File: config.mk
export PLATFORM = sky130hd
export DESIGN_NAME = trace_step_assembler
export DESIGN_NICKNAME = d
export VERILOG_FILES = /design/src/rtl/trace_step_assembler.sv
export SDC_FILE = /design/constraint.sdc
export NUM_CORES = 2
export LEC_CHECK = 0
export ABC_AREA = 1
export ABC_CLOCK_PERIOD_IN_PS = 37500
export CAP_MARGIN = 20
export CORE_MARGIN = 2
export CORE_UTILIZATION = 49
export CTS_CLUSTER_SIZE = 30
export DETAILED_ROUTE_END_ITERATION = 16
export PLACE_DENSITY = 0.84
export SETUP_SLACK_MARGIN = 0.5
export SLEW_MARGIN = 20
export SYNTH_ARGS = -nofsm -noshare
export SYNTH_HDL_FRONTEND = slang
export SYNTH_SLANG_ARGS = --single-unit
export TNS_END_PERCENT = 20
File: constraint.sdc
create_clock -name clk -period 37.5 [get_ports clk]
set_input_delay 7.5 -clock clk [delete_from_list [all_inputs] [get_ports clk]]
set_output_delay 7.5 -clock clk [all_outputs]
set_load 0.02 [all_outputs]
File: src/rtl/trace_step_assembler.sv
// Assembles 18 x 32-bit loader words into one 560-bit trace step with a
// holding register, length checking against in_last and error counting.
module trace_step_assembler #(
    parameter int CNT_W = 16
) (
    input  logic              clk,
    input  logic              rst,
    input  logic              in_valid,
    output logic              in_ready,
    input  logic [31:0]       in_data,
    input  logic              in_last,
    output logic              step_valid,
    input  logic              step_ready,
    output logic [559:0]      step,
    output logic              frame_err,
    output logic [CNT_W-1:0]  err_count,
    output logic [31:0]       step_count
);

    typedef enum logic {
        FILL,
        RESYNC
    } state_t;

    localparam logic [4:0] LAST_IDX = 5'd17;

    state_t            state, state_next;
    logic [4:0]        idx, idx_next;
    logic [16:0][31:0] fill_buf;
    logic              accept;
    logic              take;
    logic              load;
    logic              err_event;

    // Only the final word can stall: it needs the output register to be free.
    assign in_ready = (state == RESYNC) ||
                      !(idx == LAST_IDX && step_valid && !step_ready);
    assign accept   = in_valid && in_ready;
    assign take     = step_valid && step_ready;

    // NOTE: every output of this block gets a default first, so no path
    // through the case can leave one unassigned and infer a latch.
    always_comb begin
        state_next = state;
        idx_next   = idx;
        load       = 1'b0;
        err_event  = 1'b0;
        case (state)
            FILL: begin
                if (accept) begin
                    if (idx == LAST_IDX) begin
                        idx_next = 5'd0;
                        if (in_last) begin
                            load = 1'b1;
                        end else begin
                            err_event  = 1'b1;
                            state_next = RESYNC;
                        end
                    end else if (in_last) begin
                        idx_next  = 5'd0;
                        err_event = 1'b1;
                    end else begin
                        idx_next = idx + 5'd1;
                    end
                end
            end
            RESYNC: begin
                idx_next = 5'd0;
                if (accept && in_last) begin
                    state_next = FILL;
                end
            end
            default: begin
                state_next = FILL;
                idx_next   = 5'd0;
            end
        endcase
    end

    // NOTE: sequential state uses non-blocking assignments so every register
    // samples the pre-edge values regardless of statement order.
    always_ff @(posedge clk or posedge rst) begin
        if (rst) begin
            state <= FILL;
            idx   <= 5'd0;
        end else begin
            state <= state_next;
            idx   <= idx_next;
        end
    end

    // NOTE: the fill buffer and step register are reset explicitly because
    // the cleared step is visible on the port straight after reset.
    always_ff @(posedge clk or posedge rst) begin
        if (rst) begin
            fill_buf   <= '0;
            step       <= '0;
            step_valid <= 1'b0;
            frame_err  <= 1'b0;
            err_count  <= '0;
            step_count <= '0;
        end else begin
            if (accept && state == FILL && idx != LAST_IDX) begin
                fill_buf[idx] <= in_data;
            end

            if (load) begin
                step       <= {in_data[15:0], fill_buf};
                step_valid <= 1'b1;
            end else if (take) begin
                step_valid <= 1'b0;
            end

            if (take) begin
                step_count <= step_count + 32'd1;
            end

            frame_err <= err_event;
            if (err_event && err_count != '1) begin
                err_count <= err_count + CNT_W'(1);
            end
        end
    end

endmodule

Word-level counts from Yosys, hierarchy flattened

Index checks and enable logic that the tools add are counted.

Bits in registers: 1160
Bits in latches: 0
Memory bits (writable): 0
Bits in read-only memories: 0
Input port bits: 37
Output and inout bits: 611
Word-level logic and storage cells: 68
Memories kept: 0

Add/sub/neg operators: 3
Multipliers: 0
Div/mod/pow operators: 0
Order comparisons: 2
Eq/ne operators: 4
Shifts and indexed selects: 0
Mux-type cells: 21
Bitwise gates (word level): 1
Reductions and logical operators: 13

Operators with widths:

| kind                    | count |
|---|---|
| $bwmux W544             | 1 |
| $demux W32 S5           | 1 |
| $add A32 B1 Y32 const B | 1 |
| $mux W32                | 1 |
| $add A16 B1 Y16 const B | 1 |
| $ne A16 B16 Y1 const B  | 1 |
| $mux W5                 | 3 |
| $mux W1                 | 13 |
| $pmux W5 S2             | 1 |
| $logic_and A1 B1 Y1     | 9 |
| $lt A5 B6 Y1 const B    | 1 |
| $add A5 B1 Y5 const B   | 1 |
| $eq A5 B5 Y1 const B    | 1 |
| $ge A5 B1 Y1 const B    | 1 |
| $ne A5 B5 Y1 const B    | 1 |
| $logic_not A1 Y1        | 2 |
| $ne A2 B2 Y1 const B    | 1 |
| $pmux W1 S2             | 1 |
| $reduce_bool A2 Y1      | 1 |
| $logic_or A1 B1 Y1      | 1 |
| $not A1 Y1              | 1 |

Logic depth before layout (Yosys ltp)

Depth in word-level cells: 9
Gate-level depth with buffers: 11
Gate-level depth less buffers: 10

Worst setup path before layout

OpenSTA, ideal clock, no wires.

Path kind: input port to output port
From: in step_ready
To: out in_ready
Arrival time: 7842 ps
Data required time: 30000 ps
Slack: 22158 ps
Stages on the path: 4
Buffers on the path: 0
Cells stage by stage: nor2_1 -> nand2_1 -> inv_1 -> nand2_1

Cells in the longest elaborated chain, start to end: 4

Ends and longest elaborated chain:

| item                | line | source |
|---|---|---|
| start, declared     | 13   | `input logic step_ready,` |
| $logic_not A1 Y1    | 37   | `!(idx == LAST_IDX && step_valid && !step_ready);` |
| $logic_and A1 B1 Y1 | 37   |  |
| $logic_not A1 Y1    | 37   |  |
| $logic_or A1 B1 Y1  | 36   | `assign in_ready = (state == RESYNC) \|\|` |
| end, declared       | 9    | `output logic in_ready,` |

No other way between the ends.

Worst setup path after layout

Same ends and word-level chain as after synthesis.

==> results.md <==
- Final period utilization: 45.1%
- Setup-failing EPs final: 0
- Maximum root-to-sink buffer count: 3
- Max-Cap Viols: 0
- RSZ-0062 raised after global routing: false
- Crit path buf inv count: 3
- Core Rows: 110
- Mapped cell area: 44300 um2
- Worst-path clk slew: 0.06 ns
- Die Wd: 305 um
- CP Launch Type: input pin
- Worst reg-to-reg setup slack: 33.38 ns
- Die H: 305 um
- Critical Path Sink Type: output pin
- Core area: 89900 um2
- Crit-path max FO: 3
- H-tree levels: 3
- Register area share after synthesis: 65.5%
- Routed WL: 135000 um
- Yosys cell types: 26
- Mapped Nets: 4737
- Die area: 92900 um2
- Post-DP HPWL: 81800 um
- CTS Hold Buffers Added: 0
- Initial antenna violation count: 5
- Clock Skew: 0.0254 ns
- CP Cell Sequence: clkdlybuf4s50_1 -> nor2_1 -> nand2_1 -> inv_1 -> nand2_1 -> clkdlybuf4s50_1
- Dpl cell area: 51200 um2
- Global placer's final weighted congestion: 0.873
- Data required time of the worst path: 30.00 ns
- Post-layout minimum cycle time: 16.90 ns
- Crit-path leading delay family: buffers and inverters
- Synth top area share: 65.5%
- Detailed Routing Iterations Pass 1: 6
- Skew-Pair Late Insertion Delay: 0.71 ns
- Critical path class: input pin to output pin
- DR vias/cell: 5.38
- Power per cell area: 51.1 nW/um2
- Syn Inst Count: 4692
- Final hold slack: 0.461 ns
- CP arrival: 9.40 ns
- First-pass GRT wire length: 206000 um
- Slew margin rel.: 16.8%
- Register bit total from synthesis: 1160
- Final #Nets: 5248
- Status: completed
- Residual DRC count: 0
- DR iter-0 viols: 3767
- Leak: 26.3 nW
- Post-Layout Inst Area: 55200 um2
- Crit-path max cell delay: 0.59 ns
- Port buffer count: 647
- Final worst slack: 20.60 ns
- Area leader, netlist: dfrtp_1
- Largest net degree at the start of global routing: 278
- Total grt overflow: 0
- Most area-consuming cells after synthesis: dfrtp_1, nand2_1, o21ai_0
- Setup TNS: 0 ns
- Synthesized area per cell: 9.45 um2
- Root Buffer: clkbuf_16
- Tot GR Track Use: 29.1%
- Slew Limit Fails: 0
- Placement Setup Slack: 20.48 ns
- Worst slew pin tran: 1.25 ns
- Post-route ant nets: 0
- Wire per inst: 20.9 um
- Final Hold Viols: 0
- Post-CTS Setup Repair Bufs: 0
- Post_cts resized: 0
- Clock Sinks: 1160
- HP Class: register to register
- Fraction of layout cells with a size suffix above 1: 5.65%
- Worst vdd ir: 0.0379 mV
- CP max stage cell: clkdlybuf4s50_1
- Ys Warns: 0
- TritonCTS buffer count: 114
- F_max: 0.0592 GHz
- CTS tree: built
- Layout area overhead: 24.5%
- Vias post-DR: 34.8k
- Vias in the first global route: 34.2k
- Io pins: 648
- Initial Utilization: 49.3%
state kept, by name, summed over array words and instances, names as in the netlist:
signal      cells
step          560
fill_buf      544
step_count     32
err_count      16
idx             5
frame_err       1
state           1
step_valid      1
power breakdown:
group          internal [mW]  total [mW]  switching (mW)
clock                  0.681        1.19           0.508
combinational         0.0583       0.222           0.163
sequential              1.37        1.41          0.0403
total                   2.11        2.82           0.712
synthesized netlist by cell type, drive strengths merged:
| library cell | count |
|---|---|
| nor2 | 83 |
| ha | 8 |
| nor3b | 1 |
| nand2 | 1422 |
| nand3b | 9 |
| dfrtp | 1160 |
| xor2 | 17 |
| nand3 | 40 |
| nor3 | 4 |
| xnor2 | 13 |
| mux2i | 1 |
| o21ai | 1058 |
| nand4 | 14 |
| buf | 141 |
| o22ai | 4 |
| clkbuf | 159 |
| inv | 558 |
cells by family (layout without fill, tap and decap cells):
kind of cell | count (synthesis) | in the layout | share of synthesized area [%]
adders and majority gates | 8 | 8 | 0.226
AOI/OAI and AO/OA | 1062 | 1062 | 12.0
other | 0 | 1 | 0
DFF | 1160 | 1160 | 65.5
xor gates and xnor gates | 30 | 30 | 0.593
muxes | 1 | 1 | 0.0226
and+or+nand+nor | 1573 | 1573 | 13.9
buffers and inverters | 858 | 1462 | 7.78
layout by cell type, fill, tap and decap left out, types with 4 or more instances in the layout:
master / instances
xor2_1: 17
clkbuf_16: 116
xnor2_1: 13
clkdlybuf4s50_1: 619
buf_4: 41
nand3b_1: 9
o22ai_1: 4
clkbuf_8: 28
clkinv_2: 22
ha_1: 8
inv_1: 553
o21ai_0: 743
buf_2: 28
dfrtp_1: 1160
nand2_1: 1422
o21ai_1: 315
inv_6: 5
bufinv_16: 8
nor2_4: 16
nor2_2: 5
nor2_1: 62
clkbuf_1: 17
nand3_1: 37
nand4_1: 14
clkinvlp_4: 8
buf_6: 4
per-layer routing:
metal  up-vias  GRT usage, %  share of wire, %
met5         -             0             0.013
met4         2          15.4               5.5
met3       363          8.73                11
met2      1710          45.3                46
met1     17100          37.0                37
li1      15600             -                 -
final timing paths:
kind,from,end,cells past startpoint
max,step_ready,in_ready,6
min,fill_buf[22]$_DFFE_PP0P_,step[22]$_DFFE_PP0P_,2
max reg2reg,step_valid$_DFFE_PP0P_,step[397]$_DFFE_PP0P_,10
min reg2reg,fill_buf[22]$_DFFE_PP0P_,step[22]$_DFFE_PP0P_,2
max in group asynchronous,rst,step[431]$_DFFE_PP0P_,9
min in group asynchronous,rst,step[107]$_DFFE_PP0P_,2
stage by stage:
step | util, % | std cells | total power, mW
after floorplan | - | 4692 | 1.57
after global placement | 57.0 | 6261 | 1.62
after detailed placement | 57.0 | 6262 | 1.64
after CTS | 61.4 | 6471 | 2.83
after global routing | 61.4 | 6473 | 2.92
final | 61.4 | 6473 | 2.82
area by class of cell:
cell class              instances  area (um2)
clock inverters                48         581
clock buffers                 161        3350
well taps                    1176        1470
multi-input cells            2674       11900
flip-flops and latches       1160       29000
fillers                      6813       34700
inverters                     558        2100
repair buffers                695        6760
diodes                          1        2.50
tightest hold or removal path: stages (launching register included):
cell and delay, ns:
dfrtp_1 0.34, nand2_1 0.05, nand2_1 0.04
(Power assumes the default switching activity.)
